[config.mk]
export PLATFORM = sky130hd
export DESIGN_NAME = vc_output_arbiter
export DESIGN_NICKNAME = d
export VERILOG_FILES = /design/src/rtl/vc_output_arbiter.sv
export SDC_FILE = /design/constraint.sdc
export NUM_CORES = 1
export LEC_CHECK = 0
export ABC_CLOCK_PERIOD_IN_PS = 6800
export CAP_MARGIN = 0
export CORE_AREA = 3 3 89 91
export DETAILED_ROUTE_END_ITERATION = 6
export DIE_AREA = 0 0 92 94
export MAX_ROUTING_LAYER = met4
export PLACE_DENSITY = 0.8
export SETUP_SLACK_MARGIN = 0.15
export SYNTH_ARGS = -nofsm -noshare
export SYNTH_HDL_FRONTEND = slang
export SYNTH_SLANG_ARGS = --single-unit
[constraint.sdc]
create_clock -name clk -period 6.8 [get_ports clk]
set_input_delay 0.68 -clock clk [delete_from_list [all_inputs] [get_ports clk]]
set_output_delay 0.68 -clock clk [all_outputs]
set_load 0.01 [all_outputs]
[src/rtl/vc_output_arbiter.sv]
// Wormhole round-robin arbiter: one output link shared by N_VC flit sources, packet-atomic grants.
// Zero-latency combinational datapath; downstream ready_i is routed only to the granted source.
module vc_output_arbiter #(
  parameter int N_VC   = 4,
  parameter int FLIT_W = 34,
  parameter int VC_W   = 2
) (
  input  logic                   clk,
  input  logic                   arst,
  input  logic [N_VC-1:0]        valid_i,
  input  logic [N_VC*FLIT_W-1:0] fdata_i,
  output logic [N_VC-1:0]        ready_o,
  output logic [FLIT_W-1:0]      fdata_o,
  output logic                   valid_o,
  input  logic                   ready_i,
  output logic [VC_W-1:0]        vc_id_o,
  output logic                   busy_o,
  output logic                   err_o
);
  typedef enum logic [1:0] {S_IDLE, S_HOLD, S_LOCKED} state_t;

  state_t          r_state;
  logic [VC_W-1:0] r_gnt;
  logic [VC_W-1:0] r_rr_ptr;
  logic            r_err;

  logic [VC_W-1:0]   w_idx;
  logic [VC_W-1:0]   w_pick;
  logic [VC_W-1:0]   w_g;
  logic [VC_W-1:0]   w_g_inc;
  logic              w_found;
  logic              w_has_g;
  logic              w_vld;
  logic              w_xfer;
  logic [FLIT_W-1:0] w_flit;
  logic [1:0]        w_type;

  // Round-robin scan starting at r_rr_ptr; falls back to r_gnt so vc_id_o is stable when idle.
  always_comb begin
    w_found = 1'b0;
    w_pick  = r_gnt;
    w_idx   = '0;
    for (int i = 0; i < N_VC; i++) begin
      w_idx = VC_W'((int'(r_rr_ptr) + i) % N_VC);
      if (!w_found && valid_i[w_idx]) begin
        w_found = 1'b1;
        w_pick  = w_idx;
      end
    end
  end

  assign w_has_g = (r_state != S_IDLE) || w_found;
  assign w_g     = (r_state == S_IDLE) ? w_pick : r_gnt;
  assign w_flit  = fdata_i[int'(w_g)*FLIT_W +: FLIT_W];
  assign w_type  = w_flit[FLIT_W-1 -: 2];
  assign w_vld   = !arst && w_has_g && valid_i[w_g];
  assign w_xfer  = w_vld && ready_i;
  assign w_g_inc = (int'(w_g) == N_VC-1) ? '0 : w_g + 1'b1;

  assign valid_o = w_vld;
  assign fdata_o = w_vld ? w_flit : '0;
  assign vc_id_o = arst ? '0 : w_g;
  assign busy_o  = (r_state != S_IDLE);
  assign err_o   = r_err;

  always_comb begin
    ready_o = '0;
    for (int k = 0; k < N_VC; k++) begin
      if (!arst && w_has_g && int'(w_g) == k) ready_o[k] = ready_i;
    end
  end

  always_ff @(posedge clk) begin
    if (arst) begin
      r_state  <= S_IDLE;
      r_gnt    <= '0;
      r_rr_ptr <= '0;
      r_err    <= 1'b0;
    end else begin
      r_err <= 1'b0;
      case (r_state)
        S_IDLE, S_HOLD: begin
          if (w_xfer) begin
            if (w_type == 2'b00) begin
              r_gnt   <= w_g;
              r_state <= S_LOCKED;
            end else begin
              // A lone body flit still closes the grant so the link cannot wedge.
              r_rr_ptr <= w_g_inc;
              r_state  <= S_IDLE;
              r_err    <= (w_type != 2'b11);
            end
          end else if (w_vld) begin
            r_gnt   <= w_g;
            r_state <= S_HOLD;
          end
        end
        S_LOCKED: begin
          if (w_xfer) begin
            if (w_type == 2'b11) begin
              r_rr_ptr <= w_g_inc;
              r_state  <= S_IDLE;
            end else if (w_type == 2'b00) begin
              r_err <= 1'b1;
            end
          end
        end
        default: r_state <= S_IDLE;
      endcase
    end
  end
endmodule
# Yosys cells after proc, flatten, opt, wreduce, memory -nomap -nowiden
# Index checks and enable logic that the tools add are counted.
[word_totals] latch_bits=0 register_bits=7 romBits=0 out_inout_bits=43 mem_count=0 input_bits=143 ramBits=0 elab_cells=99
[op_classes] shifts=1 n_lt_le_gt_ge=5 n_mux=46 n_addsub=4 bitwise_logic=0 n_reduce_logical=25 n_mul=1 eq_ne=13 div_mod_pow=0
[ops] operator="$shiftx 136x9->34" n=1
[ops] operator="$mux 2" n=19
[ops] operator="$mux 34" n=1
[ops] operator="$mux 1" n=18
[ops] operator="$lt 2x3->1 const B" n=5
[ops] operator="$bmux 1 s2" n=5
[ops] operator="$logic_and 1x1->1" n=10
[ops] operator="$ne 2x2->1 const B" n=5
[ops] operator="$eq 2x2->1 const B" n=4
[ops] operator="$pmux 2 s2" n=2
[ops] operator="$mul 2x5->7 const B" n=1
[ops] operator="$logic_not 2->1" n=3
[ops] operator="$reduce_and 3->1" n=2
[ops] operator="$reduce_bool 2->1" n=3
[ops] operator="$reduce_and 5->1" n=1
[ops] operator="$add 2x1->2 const B" n=2
[ops] operator="$add 2x2->2 const B" n=2
[ops] operator="$eq 2x1->1 const B" n=2
[ops] operator="$logic_not 1->1" n=4
[ops] operator="$ne 3x3->1 const B" n=1
[ops] operator="$ne 2x1->1 const B" n=1
[ops] operator="$pmux 1 s2" n=1
[ops] operator="$reduce_or 2->1" n=1
[ops] operator="$logic_or 1x1->1" n=1

# Depth between registers and ports, before layout
[logic_depth] ltp_word=20 ltp_mapped=15 mapped_depth_nobuf=13

# Worst setup path after synthesis
# OpenSTA, ideal clock, no wires.
[synth_path] path_kind="input to register" start="in valid_i[2]" end="reg r_rr_ptr[1]" t_arrival_ns=3.376 required_ns=6.679 stages=12 slack_ns=3.303 path_buffers=2 path_cell_list="buf_2 -> mux4_2 -> a211oi_2 -> o32ai_1 -> a31o_2 -> clkinv_4 -> buf_2 -> mux2_2 -> ha_1 -> o21ai_0 -> o211ai_4 -> mux2_4"
[synth_between] elab_chain_cells=19 elab_cells_between_ends=46 cone_classes="add/sub: 1; mul: 1; eq/ne: 6; shift: 1; mux: 25; reduce/logical: 12"
[synth_lines] element="start: declaration" line="10" source="input logic [N_VC-1:0] valid_i,"
[synth_lines] element="branches (longest 19 deep; another with $bmux 1 s2)"
[synth_lines] element="end signal: assignment" line="89" source="r_rr_ptr <= w_g_inc;"
[synth_lines] element="end signal: assignment" line="101" source="r_rr_ptr <= w_g_inc;"
[synth_lines] element="end: declaration" line="24" source="logic [VC_W-1:0] r_rr_ptr;"
# Parallel ways; which one is timed is not known. The select of a mux whose other input is x is not followed.
# A chain may end at the register's enable or synchronous reset.

# Worst setup path after layout
[layout_path] start="in valid_i[2]" end="out fdata_o[1]"
[layout_between] elab_chain_cells=17 elab_cells_between_ends=31 cone_classes="mul: 1; shift: 1; mux: 20; reduce/logical: 9"
[layout_lines] element="branches (longest 16 deep; another with $bmux 1 s2)"
[layout_lines] element="$mux 34 *" line="61" source="assign fdata_o = w_vld ? w_flit : '0;"
[layout_lines] element="end: declaration" line="13" source="output logic [FLIT_W-1:0] fdata_o,"
# Every way passes the cells marked *. The select of a mux whose other input is x is not followed.

==> key figures <==
Yosys
  – Cell taking the most area after synthesis: mux2i_1
  – Yosys reg bits: 7
  – Multiplexer share of the synthesized area: 0.187
  – Adder-Cell Fraction of Synth Area: 0.0304
  – Syn nets: about 460
  – Prevailing post-synth register cell: dfxtp_1
  – Fraction of synthesized cell area taken by the top area cell type: 0.154
  – Largest family of logic cells by synthesized area: compound AO/OA/AOI/OAI gates
  – Xor/xnor share of the synthesized area: 0
  – FFs w/ async S/R, synth: 0
  – Synth Area in Compound Gates: 0.414
  – Simple-gate share of the synthesized area: 0.217
  – Register area share after synthesis: 0.0567
  – Post-synth EDFFs: 0
  – Synth unique cells: 57
  – Mapped Area: ~0.0025 mm2
  – Top cells by count, synth: 38 x a211oi_1, 38 x mux2i_1, 36 x nor2b_1, 29 x a211oi_2, 16 x buf_2
  – Gate Count Post-Synth: ~310
  – Syn Area/Cell: about 8 um2
  – Yosys warns: 0
  – Top post-synthesis cells by area: mux2i_1 15%, a211oi_2 15%, a211oi_1 12%

Setup path
  – CP Launch Type: primary input
  – Max FO, Critical Path: 71
  – Worst EP required: about 6.1 ns
  – CP bufs+invs: 4
  – Most frequent CP cell: clkdlybuf4s50_1
  – Class of the most critical setup path: in -> out
  – CP delay by family, top: buffers and inverters
  – Worst Setup End Kind: output pin
  – Crit-path cells: clkdlybuf4s50_1, mux4_2, a211oi_2, o32ai_1, a31o_2, clkinv_4, o311a_4, o21ai_4, buf_4, a211oi_1, clkdlybuf4s50_1
  – CP max stage delay: 0.86 ns
  – Crit path max-delay cell type: clkdlybuf4s50_1
  – Worst Path Arrival: roughly 4.7 ns

Power and ir drop
  – Pint: just under 800 uW
  – Pwr/cell area: around 380 mW/mm2
  – NetSw: 848 uW
  – Clock share of power: 0.035
  – Logic pwr share: 0.910
  – LEAKAGE: roughly 1.6 nW
  – Reg power frac: 0.055
  – Sw frac: 0.520
  – Max IR drop VDD: between 0.2 and 0.25 mV

Clock network
  – Clock buffer depth: 2
  – Number of clock sinks: 7
  – Post-CTS sizing: 0
  – TritonCTS Buffers: 3
  – Hold buffer count at cts: 0
  – Clock latency on the worst-skew pair: between 0.2 and 0.25 ns
  – H-tree levels: 1
  – Root buffer cell: clkbuf_8
  – Post-CTS Setup Inserts: 0
  – CTS tree: built
  – Reg clk slew, reported paths: 0.04 ns

STA
  – # setup viols final: 0
  – Worst setup margin: around 1.5 ns
  – RSZ-0062 raised after global routing: no
  – Crit path time final: 5.34 ns
  – Max frequency: roughly 190 MHz
  – Worst Tran Pin Value: between 0.9 and 1 ns
  – WHS: 0.506 ns
  – Max Slew Vio Count: 0
  – Endpoints failing hold: 0
  – Period utilization: 0.785
  – Skew final: about 0.0031 ns
  – Setup TNS: 0 ns
  – Slew Limit Headroom: 0.334

Worst hold path
  – Min-delay worst type: reg -> reg

Final layout
  – Core Util, Final: 0.603
  – Number of fill cells: around 660
  – Layout overhead on the synthesized area: 75.9%
  – Share of post-route cells with drive strength above 1: 0.111
  – Inserted Diodes: 0
  – Nets: 619

Die
  – Std-Cell Core Area: between 0.007 and 0.008 mm2
  – Initial Util: 0.343
  – IO Count: roughly 190
  – Die area: 0.00865 mm2
  – DIE WIDTH: between 90 and 100 um
  – Row Count: 31
  – Chip Height: 94 um

Global routing
  – GRT Overall Usage: 0.198
  – Vias in the first global route: slightly below 3k
  – Grt ovf: 0
  – Initial antenna violation count: 0
  – Largest net degree at the start of global routing: a little over 70
  – First-pass GRT wire length: about 14 mm

Route
  – Remaining antenna violation count: 0
  – Wire length on met3: 567 um
  – Iter 0 DRT Violations: 98
  – Via count: about 3.0k
  – Vias/cell: ~5.3
  – Mean routed wirelength per cell: ~16 um
  – Highest routed layer: met4
  – DRC: 0
  – Met1 wire length: 3.68 mm
  – Pre-antenna DRT Iters: 4
  – Met2 routed WL: around 4.7 mm
  – Total routed wirelength: a little over 9 mm

Placement
  – RePlAce Congestion: 0.975
  – IO Port Bufs: ~190
  – Pre-CTS WS: about 1.4 ns
  – Dpl hpwl: around 7.2 mm

Run status
  – Outcome: finished, final reports clean

Job
  – Max-cap violations: 0
## logic make-up after synthesis
family / Yosys count
fa+ha+maj: 6
simple gates: 90
compound gates: 117
buf+inv: 45
flops: 7
mux: 44
## power groups by stage
stage               clock network (mW)  logic [mW]  registers (mW)
finish                          0.0573        1.49          0.0893
global route                    0.0621        1.61          0.0933
CTS                             0.0586        1.50          0.0880
detailed placement                   0        1.49          0.0887
global placement                     0        1.47          0.0882
floorplan                            0        1.03          0.0687
## routing by layer
layer,vias up,GRT usage
met2,126,0.361
met5,-,-
li1,1504,-
met3,12,0.0401
met1,1375,0.223
met4,0,0.0458
## placed cells by master, fill, tap and decap left out, types with 5 or more instances in the layout
cell type / count
clkdlybuf4s50_1: 185
mux2i_1: 38
a211oi_1: 38
nor2b_1: 36
a211oi_2: 29
a21oi_1: 12
nor2_1: 12
o21ai_0: 11
inv_1: 10
nand2b_1: 7
nand2_1: 7
dfxtp_1: 7
nor3b_1: 6
ha_1: 6
nor3_1: 5
and2_1: 5
## state kept, by name (all words and copies together), names as in the netlist
signal	cells
err_o	1
r_gnt	2
r_rr_ptr	2
r_state	2
## worst paths after layout
check              start    endpoint  slack (ns)  cells past startpoint
max           valid_i[2]  fdata_o[1]        1.46                     11
min             r_gnt[1]    r_gnt[1]        0.51                      2
max reg2reg  r_rr_ptr[0]    r_gnt[1]        2.36                     12
min reg2reg     r_gnt[1]    r_gnt[1]        0.51                      2
## worst min-delay path, cell delays in order (launching register included)
cell and delay [ns]:
dfxtp_1 0.33, nand2_1 0.07, a21oi_1 0.06
## stage by stage
stage                     cells  area, um2  power [mW]
final                       568       4350        1.63
after global placement      564       4300        1.56
after detailed placement    564       4300        1.58
after floorplan             309       2470        1.10
after CTS                   568       4350        1.64
after global routing        568       4350        1.76
## layout make-up
type,instances,area [um2],area share
tap,99,124,0.0285
inverter,12,50.0,0.0115
multi-input combinational,257,2110,0.485
clock buffer,4,45.0,0.0104
sequential,7,140,0.0322
timing repair buffer,189,1880,0.433
(Power assumes the default switching activity.)
